--- config.mk ---
export PLATFORM = sky130hd
export DESIGN_NAME = lc3_mem_arbiter_flat
export DESIGN_NICKNAME = d
export VERILOG_FILES = /design/src/rtl/lc3_mem_arbiter_if.sv /design/src/rtl/lc3_mem_arbiter.sv /design/src/flat_wrapper.sv
export SDC_FILE = /design/constraint.sdc
export NUM_CORES = 1
export LEC_CHECK = 0
export CAP_MARGIN = 10
export CORE_MARGIN = 8
export CORE_UTILIZATION = 38
export CTS_CLUSTER_DIAMETER = 30
export DETAILED_ROUTE_END_ITERATION = 6
export PLACE_DENSITY = 0.71
export SYNTH_ARGS = -nofsm -noshare
export SYNTH_HDL_FRONTEND = slang
export SYNTH_SLANG_ARGS = --single-unit
--- constraint.sdc ---
create_clock -name clock -period 2.5 [get_ports clock]
set_clock_uncertainty 0.15 [all_clocks]
set_input_delay 0.25 -clock clock [delete_from_list [all_inputs] [get_ports clock]]
set_output_delay 0.25 -clock clock [all_outputs]
set_load 0.02 [all_outputs]
--- src/rtl/lc3_mem_arbiter_if.sv ---
// Requester and memory-side bus for the LC3 unified memory arbiter.
// The master side is the fetch/mem-access stages plus the memory model.
interface lc3_mem_arbiter_if;
    logic        if_req;
    logic [15:0] if_addr;
    logic        if_flush;
    logic [15:0] if_data;
    logic        if_done;
    logic        d_req;
    logic        d_we;
    logic [15:0] d_addr;
    logic [15:0] d_din;
    logic [15:0] d_dout;
    logic        d_done;
    logic        mem_en;
    logic        mem_rd;
    logic [15:0] mem_addr;
    logic [15:0] mem_din;
    logic [15:0] mem_dout;
    logic        busy;

    modport master (
        output if_req, if_addr, if_flush,
        output d_req, d_we, d_addr, d_din,
        output mem_dout,
        input  if_data, if_done, d_dout, d_done,
        input  mem_en, mem_rd, mem_addr, mem_din, busy
    );

    modport slave (
        input  if_req, if_addr, if_flush,
        input  d_req, d_we, d_addr, d_din,
        input  mem_dout,
        output if_data, if_done, d_dout, d_done,
        output mem_en, mem_rd, mem_addr, mem_din, busy
    );
endinterface

--- src/rtl/lc3_mem_arbiter.sv ---
// Single-port memory arbiter between LC3 fetch and mem-access stages.
// Data has priority, bounded by a streak limit so fetch cannot starve.
module lc3_mem_arbiter #(
    parameter int MEM_LATENCY     = 2,
    parameter int MAX_DATA_STREAK = 4
) (
    input logic              clock,
    input logic              reset,
    lc3_mem_arbiter_if.slave bus
);

    localparam logic [3:0] LAT  = 4'(MEM_LATENCY);
    localparam logic [3:0] MAXS = 4'(MAX_DATA_STREAK);

    typedef enum logic [1:0] {
        IDLE,
        F_ACC,
        D_ACC,
        DONE
    } state_t;

    state_t      r_state;
    logic [3:0]  r_cnt;
    logic [3:0]  r_streak;
    logic        r_flush;
    logic [15:0] r_if_data;
    logic        r_if_done;
    logic [15:0] r_d_dout;
    logic        r_d_done;
    logic        r_mem_en;
    logic        r_mem_rd;
    logic [15:0] r_mem_addr;
    logic [15:0] r_mem_din;
    logic        r_busy;

    logic w_fetch_ok;
    logic w_force_f;
    logic w_grant_d;
    logic w_grant_f;
    logic w_flush_now;

    assign w_fetch_ok  = bus.if_req && !bus.if_flush;
    assign w_force_f   = w_fetch_ok && (r_streak == MAXS);
    assign w_grant_d   = bus.d_req && !w_force_f;
    assign w_grant_f   = !w_grant_d && w_fetch_ok;
    assign w_flush_now = r_flush || bus.if_flush;

    assign bus.if_data  = r_if_data;
    assign bus.if_done  = r_if_done;
    assign bus.d_dout   = r_d_dout;
    assign bus.d_done   = r_d_done;
    assign bus.mem_en   = r_mem_en;
    assign bus.mem_rd   = r_mem_rd;
    assign bus.mem_addr = r_mem_addr;
    assign bus.mem_din  = r_mem_din;
    assign bus.busy     = r_busy;

    always_ff @(posedge clock) begin
        if (reset) begin
            r_state    <= IDLE;
            r_cnt      <= 4'd0;
            r_streak   <= 4'd0;
            r_flush    <= 1'b0;
            r_if_data  <= 16'd0;
            r_if_done  <= 1'b0;
            r_d_dout   <= 16'd0;
            r_d_done   <= 1'b0;
            r_mem_en   <= 1'b0;
            r_mem_rd   <= 1'b1;
            r_mem_addr <= 16'd0;
            r_mem_din  <= 16'd0;
            r_busy     <= 1'b0;
        end else begin
            r_if_done <= 1'b0;
            r_d_done  <= 1'b0;
            unique case (r_state)
                IDLE: begin
                    if (w_grant_d) begin
                        r_state    <= D_ACC;
                        r_cnt      <= LAT;
                        r_mem_en   <= 1'b1;
                        r_mem_rd   <= ~bus.d_we;
                        r_mem_addr <= bus.d_addr;
                        r_mem_din  <= bus.d_din;
                        r_busy     <= 1'b1;
                        // Streak only grows while a fetch is actually waiting
                        if (!bus.if_req)
                            r_streak <= 4'd0;
                        else if (r_streak != 4'hF)
                            r_streak <= r_streak + 4'd1;
                    end else if (w_grant_f) begin
                        r_state    <= F_ACC;
                        r_cnt      <= LAT;
                        r_mem_en   <= 1'b1;
                        r_mem_rd   <= 1'b1;
                        r_mem_addr <= bus.if_addr;
                        r_mem_din  <= 16'd0;
                        r_busy     <= 1'b1;
                        r_streak   <= 4'd0;
                    end
                end
                F_ACC, D_ACC: begin
                    r_cnt <= r_cnt - 4'd1;
                    if (r_state == F_ACC && bus.if_flush)
                        r_flush <= 1'b1;
                    if (r_cnt == 4'd1) begin
                        r_state    <= DONE;
                        r_mem_en   <= 1'b0;
                        r_mem_rd   <= 1'b1;
                        r_mem_addr <= 16'd0;
                        r_mem_din  <= 16'd0;
                        if (r_state == F_ACC) begin
                            if (!w_flush_now) begin
                                r_if_data <= bus.mem_dout;
                                r_if_done <= 1'b1;
                            end
                        end else begin
                            if (r_mem_rd)
                                r_d_dout <= bus.mem_dout;
                            r_d_done <= 1'b1;
                        end
                    end
                end
                DONE: begin
                    r_state <= IDLE;
                    r_busy  <= 1'b0;
                    r_flush <= 1'b0;
                end
                default: r_state <= IDLE;
            endcase
        end
    end

endmodule

--- src/flat_wrapper.sv ---
// flat-port wrapper written by rule: the top's interface ports become plain ports
module lc3_mem_arbiter_flat 
#(
    parameter int MEM_LATENCY     = 2,
    parameter int MAX_DATA_STREAK = 4
)
  (clock, reset, bus_if_req, bus_if_addr, bus_if_flush, bus_d_req, bus_d_we, bus_d_addr, bus_d_din, bus_mem_dout, bus_if_data, bus_if_done, bus_d_dout, bus_d_done, bus_mem_en, bus_mem_rd, bus_mem_addr, bus_mem_din, bus_busy);
  lc3_mem_arbiter_if bus_i ();
  input logic clock;
  input logic reset;
  input wire logic [$bits(bus_i.if_req)-1:0] bus_if_req;
  input wire logic [$bits(bus_i.if_addr)-1:0] bus_if_addr;
  input wire logic [$bits(bus_i.if_flush)-1:0] bus_if_flush;
  input wire logic [$bits(bus_i.d_req)-1:0] bus_d_req;
  input wire logic [$bits(bus_i.d_we)-1:0] bus_d_we;
  input wire logic [$bits(bus_i.d_addr)-1:0] bus_d_addr;
  input wire logic [$bits(bus_i.d_din)-1:0] bus_d_din;
  input wire logic [$bits(bus_i.mem_dout)-1:0] bus_mem_dout;
  output wire logic [$bits(bus_i.if_data)-1:0] bus_if_data;
  output wire logic [$bits(bus_i.if_done)-1:0] bus_if_done;
  output wire logic [$bits(bus_i.d_dout)-1:0] bus_d_dout;
  output wire logic [$bits(bus_i.d_done)-1:0] bus_d_done;
  output wire logic [$bits(bus_i.mem_en)-1:0] bus_mem_en;
  output wire logic [$bits(bus_i.mem_rd)-1:0] bus_mem_rd;
  output wire logic [$bits(bus_i.mem_addr)-1:0] bus_mem_addr;
  output wire logic [$bits(bus_i.mem_din)-1:0] bus_mem_din;
  output wire logic [$bits(bus_i.busy)-1:0] bus_busy;
  assign bus_i.if_req = bus_if_req;
  assign bus_i.if_addr = bus_if_addr;
  assign bus_i.if_flush = bus_if_flush;
  assign bus_i.d_req = bus_d_req;
  assign bus_i.d_we = bus_d_we;
  assign bus_i.d_addr = bus_d_addr;
  assign bus_i.d_din = bus_d_din;
  assign bus_i.mem_dout = bus_mem_dout;
  assign bus_if_data = bus_i.if_data;
  assign bus_if_done = bus_i.if_done;
  assign bus_d_dout = bus_i.d_dout;
  assign bus_d_done = bus_i.d_done;
  assign bus_mem_en = bus_i.mem_en;
  assign bus_mem_rd = bus_i.mem_rd;
  assign bus_mem_addr = bus_i.mem_addr;
  assign bus_mem_din = bus_i.mem_din;
  assign bus_busy = bus_i.busy;
  lc3_mem_arbiter #(.MEM_LATENCY(MEM_LATENCY), .MAX_DATA_STREAK(MAX_DATA_STREAK)) u_core (.clock(clock), .reset(reset), .bus(bus_i));
endmodule
==> results.yml, run 1 <==
clocking:
  htree_levels: 3
  clock_insertion_delay_worst_skew_ns: 0.34
  clockRootBuffer: "clkbuf_8"
  cts_tree: "built"
  cts.path.max_buffers: 2
  clk_transition_reported_paths_ns: 0.08
  cts-buffers-inserted: 9
  cts_resized: 0
  cts_setup_buffers: 0
  cts.hold.buffers_added: 0
  cts_num_sinks: 80
critical_path:
  crit_type: "reg2reg"
  crit_chain: "inv_1, ha_1, or4_1, o2bb2ai_1"
  critPathRequiredTime_ns: 2.61
  setup.worst_path.end_class: "flip-flop"
  crit_slowest_cell: "or4_1"
  worst-path-buf-inv: 1
  reg2regPathDepth: 4
  r2r-start: "u_core.r_state[0]$_SDFFE_PP0P_"
  regToRegEndpoint: "u_core.bus.mem_addr[12]$_SDFFE_PP0P_"
  crit_family: "simple AND/OR/NAND/NOR gates"
  reg2reg_slack_ns: 0.26
  start_kind: "flip-flop"
  crit_arrival_ns: 2.36
  crit_path_max_fanout: 16
  path_depth: 4
  max_stage_delay_ns: 0.85
min_path:
  hold-path-cell-count: 2
  hp-class: "in2reg"
  whs_endpoint: "u_core.r_streak[1]$_SDFFE_PP0P_"
  worstHoldStart: "reset"
synth:
  synth_area_um2: 3182
  synth-edff-count: 0
  synth.avg_cell_area_um2: 9.414
  yosysUniqueCellTypes: 41
  ys_warn_count: 0
  syn_inst: 338
  synth-main-ff-cell: "dfxtp_1"
  synth-seq-area-share: 0.5033
  synth_nets: 417
  ys_seq_elements: 80
  ys_async_sr_fraction: 0
sta:
  hold_viol_final: 0
  max_slew_margin: 0.4502
  fin_crit_ns: 2.242
  worst_slew_pin_slew_ns: 0.8213
  setup_viol_count_final: 0
  fmax_mhz: 445.9
  period_share: 0.8970
  hold_ws_ns: 0.1053
  rsz0062_at_grt: "no"
  drv_slew: 0
  fin_tns_setup_ns: 0
finish:
  fill_cells: 738
  layout-area-overhead-vs-synth_pct: 53.76
  drive_gt1_frac: 0.06695
  nNetsFinal: 552
  final_common_cell: "clkdlybuf4s50_1"
  stdcell_count: 583
  final_cell_mix: "clkdlybuf4s50_1, dfxtp_1, nand2_1"
  diodes: 0
placed_design:
  globalplace.congestion: 0.8263
  place_inst: 567
  dp_hpwl_um: 6719
  io_buffers: 138
pwr:
  power_density_nw_per_um2: 915.6
  p_leak_nw: 1.799
  power_w: 0.004479
  peakVddDrop_v: 0.0005440
detailed_routing:
  routedWlPerCell_um: 15.50
  detail-route-antenna-nets: 0
  viasPerCell: 4.993
  wirelength_um: 9037
  via_count: 2911
  drtPass1Iterations: 4
  drt_iter0_markers: 91
  remaining_drc_errors: 0
floorplan:
  start_util: 0.3892
  die_x_um: 107.5
  ioPinCount: 139
  die_y_um: 107.5
  core_region_area_um2: 8175
  num_rows: 33
  dieArea_um2: 11560
global_route:
  grtUsageTotal: 0.1556
  grt_max_degree: 42
  grt_pass1_wl_um: 14740
  grt_pass1_vias: 3086
  antenna_found_initial: 0
  grt-ovfl-total: 0
job:
  maxCapViolations: 0
run_status:
  outcome: "finished clean"
-- area by class of cell --
class,count,area [um2],share of cell area
multi-input cells,228,1441,0.2946
clock buffers,9,123.9,0.02532
well taps,105,131.4,0.02685
clock inverters,7,118.9,0.02430
inverters,9,33.78,0.006905
flip-flops and latches,80,1602,0.3274
repair buffers,145,1441,0.2946
-- sequential cells by signal, summed over array words and instances (netlist names) --
| signal | flops |
|---|---|
| u_core.bus.mem_en | 1 |
| u_core.r_state | 2 |
| u_core.bus.busy | 1 |
| u_core.r_cnt | 4 |
| u_core.r_flush | 1 |
| u_core.bus.mem_rd | 1 |
| u_core.bus.mem_din | 16 |
| u_core.bus.d_dout | 16 |
| u_core.bus.d_done | 1 |
| u_core.bus.if_data | 16 |
| u_core.bus.if_done | 1 |
| u_core.r_streak | 4 |
| u_core.bus.mem_addr | 16 |
-- layer usage --
metal  vias up  GRT usage  wire, um
li1       1456          -         -
met1      1325     0.1823      3968
met2       119     0.2434      3992
met3        11    0.06946       948
met4         0    0.06046       128
met5         -          0         0
-- synth_stat cells, types with 3 or more instances --
master | instances | area [um2]
o21ai_0 | 6 | 30.03
ha_1 | 9 | 112.6
buf_2 | 5 | 25.02
mux2i_1 | 18 | 180.2
inv_1 | 9 | 33.78
buf_1 | 4 | 15.01
buf_6 | 3 | 33.78
nor2_1 | 12 | 45.04
nand3_1 | 3 | 15.01
a22o_1 | 16 | 140.1
clkbuf_1 | 8 | 30.03
nand4_1 | 3 | 18.77
dfxtp_1 | 80 | 1602
nand2_1 | 71 | 266.5
a21oi_1 | 42 | 210.2
nor3_1 | 4 | 20.02
o2bb2ai_1 | 16 | 140.1
-- worst max path at each step --
stage,from,endpoint,slack (ns)
6_report,u_core.r_state[0]$_SDFFE_PP0P_,u_core.bus.mem_addr[12]$_SDFFE_PP0P_,0.26
3_3_place_gp,bus_if_flush,u_core.bus.mem_addr[6]$_SDFFE_PP0P_,0.22
4_1_cts,u_core.r_state[0]$_SDFFE_PP0P_,u_core.bus.mem_addr[12]$_SDFFE_PP0P_,0.26
2_1_floorplan,u_core.r_state[0]$_SDFFE_PP0P_,u_core.bus.mem_addr[10]$_SDFFE_PP0P_,0.51
3_5_place_dp,bus_if_flush,u_core.bus.mem_addr[7]$_SDFFE_PP0P_,0.14
5_1_grt,u_core.r_state[0]$_SDFFE_PP0P_,u_core.bus.mem_addr[14]$_SDFFE_PP0P_,0.11
-- logic make-up (layout without fill, tap and decap cells) --
family / Yosys count / after routing / synth area share
muxes: 18 / 18 / 0.05663
and+or+nand+nor: 109 / 109 / 0.1644
adders and majority gates: 9 / 9 / 0.03539
buffers and inverters: 30 / 170 / 0.04482
AOI/OAI and AO/OA: 92 / 92 / 0.1954
DFF: 80 / 80 / 0.5033
-- metrics by stage --
stage	setup slack [ns]	utilization	instance area, um2
CTS	0.2566	0.5984	4892
floorplan	0.5075	-	3182
finish	0.2575	0.5984	4892
detailed placement	0.1427	0.5687	4649
global route	0.1071	0.5984	4892
global placement	0.2194	0.5687	4649
-- power by group --
group	switching (W)	internal (W)	total (W)
Combinational	0.000921	0.000772	0.00169
Sequential	0.000142	0.00151	0.00165
Clock	0.000474	0.000665	0.00114
-- worst register-to-register path: stages, from the launching register on --
cell and delay (ns):
dfxtp_1 0.37, inv_1 0.10, ha_1 0.45, or4_1 0.85, o2bb2ai_1 0.25
Note: power is estimated with default switching activity, not from simulation.
==> inputs of run 2 (changes only) <==
SLEW_MARGIN = 30   (was not set)
TNS_END_PERCENT = 50   (was not set)
==> results of run 2 <==
No change in the layout: final DEF, timing and power equal those of run 1.
==> inputs of run 3 (changes only) <==
CAP_MARGIN = not set   (was 10)
==> results of run 3 <==
No change in the layout: final DEF, timing and power equal those of run 1.
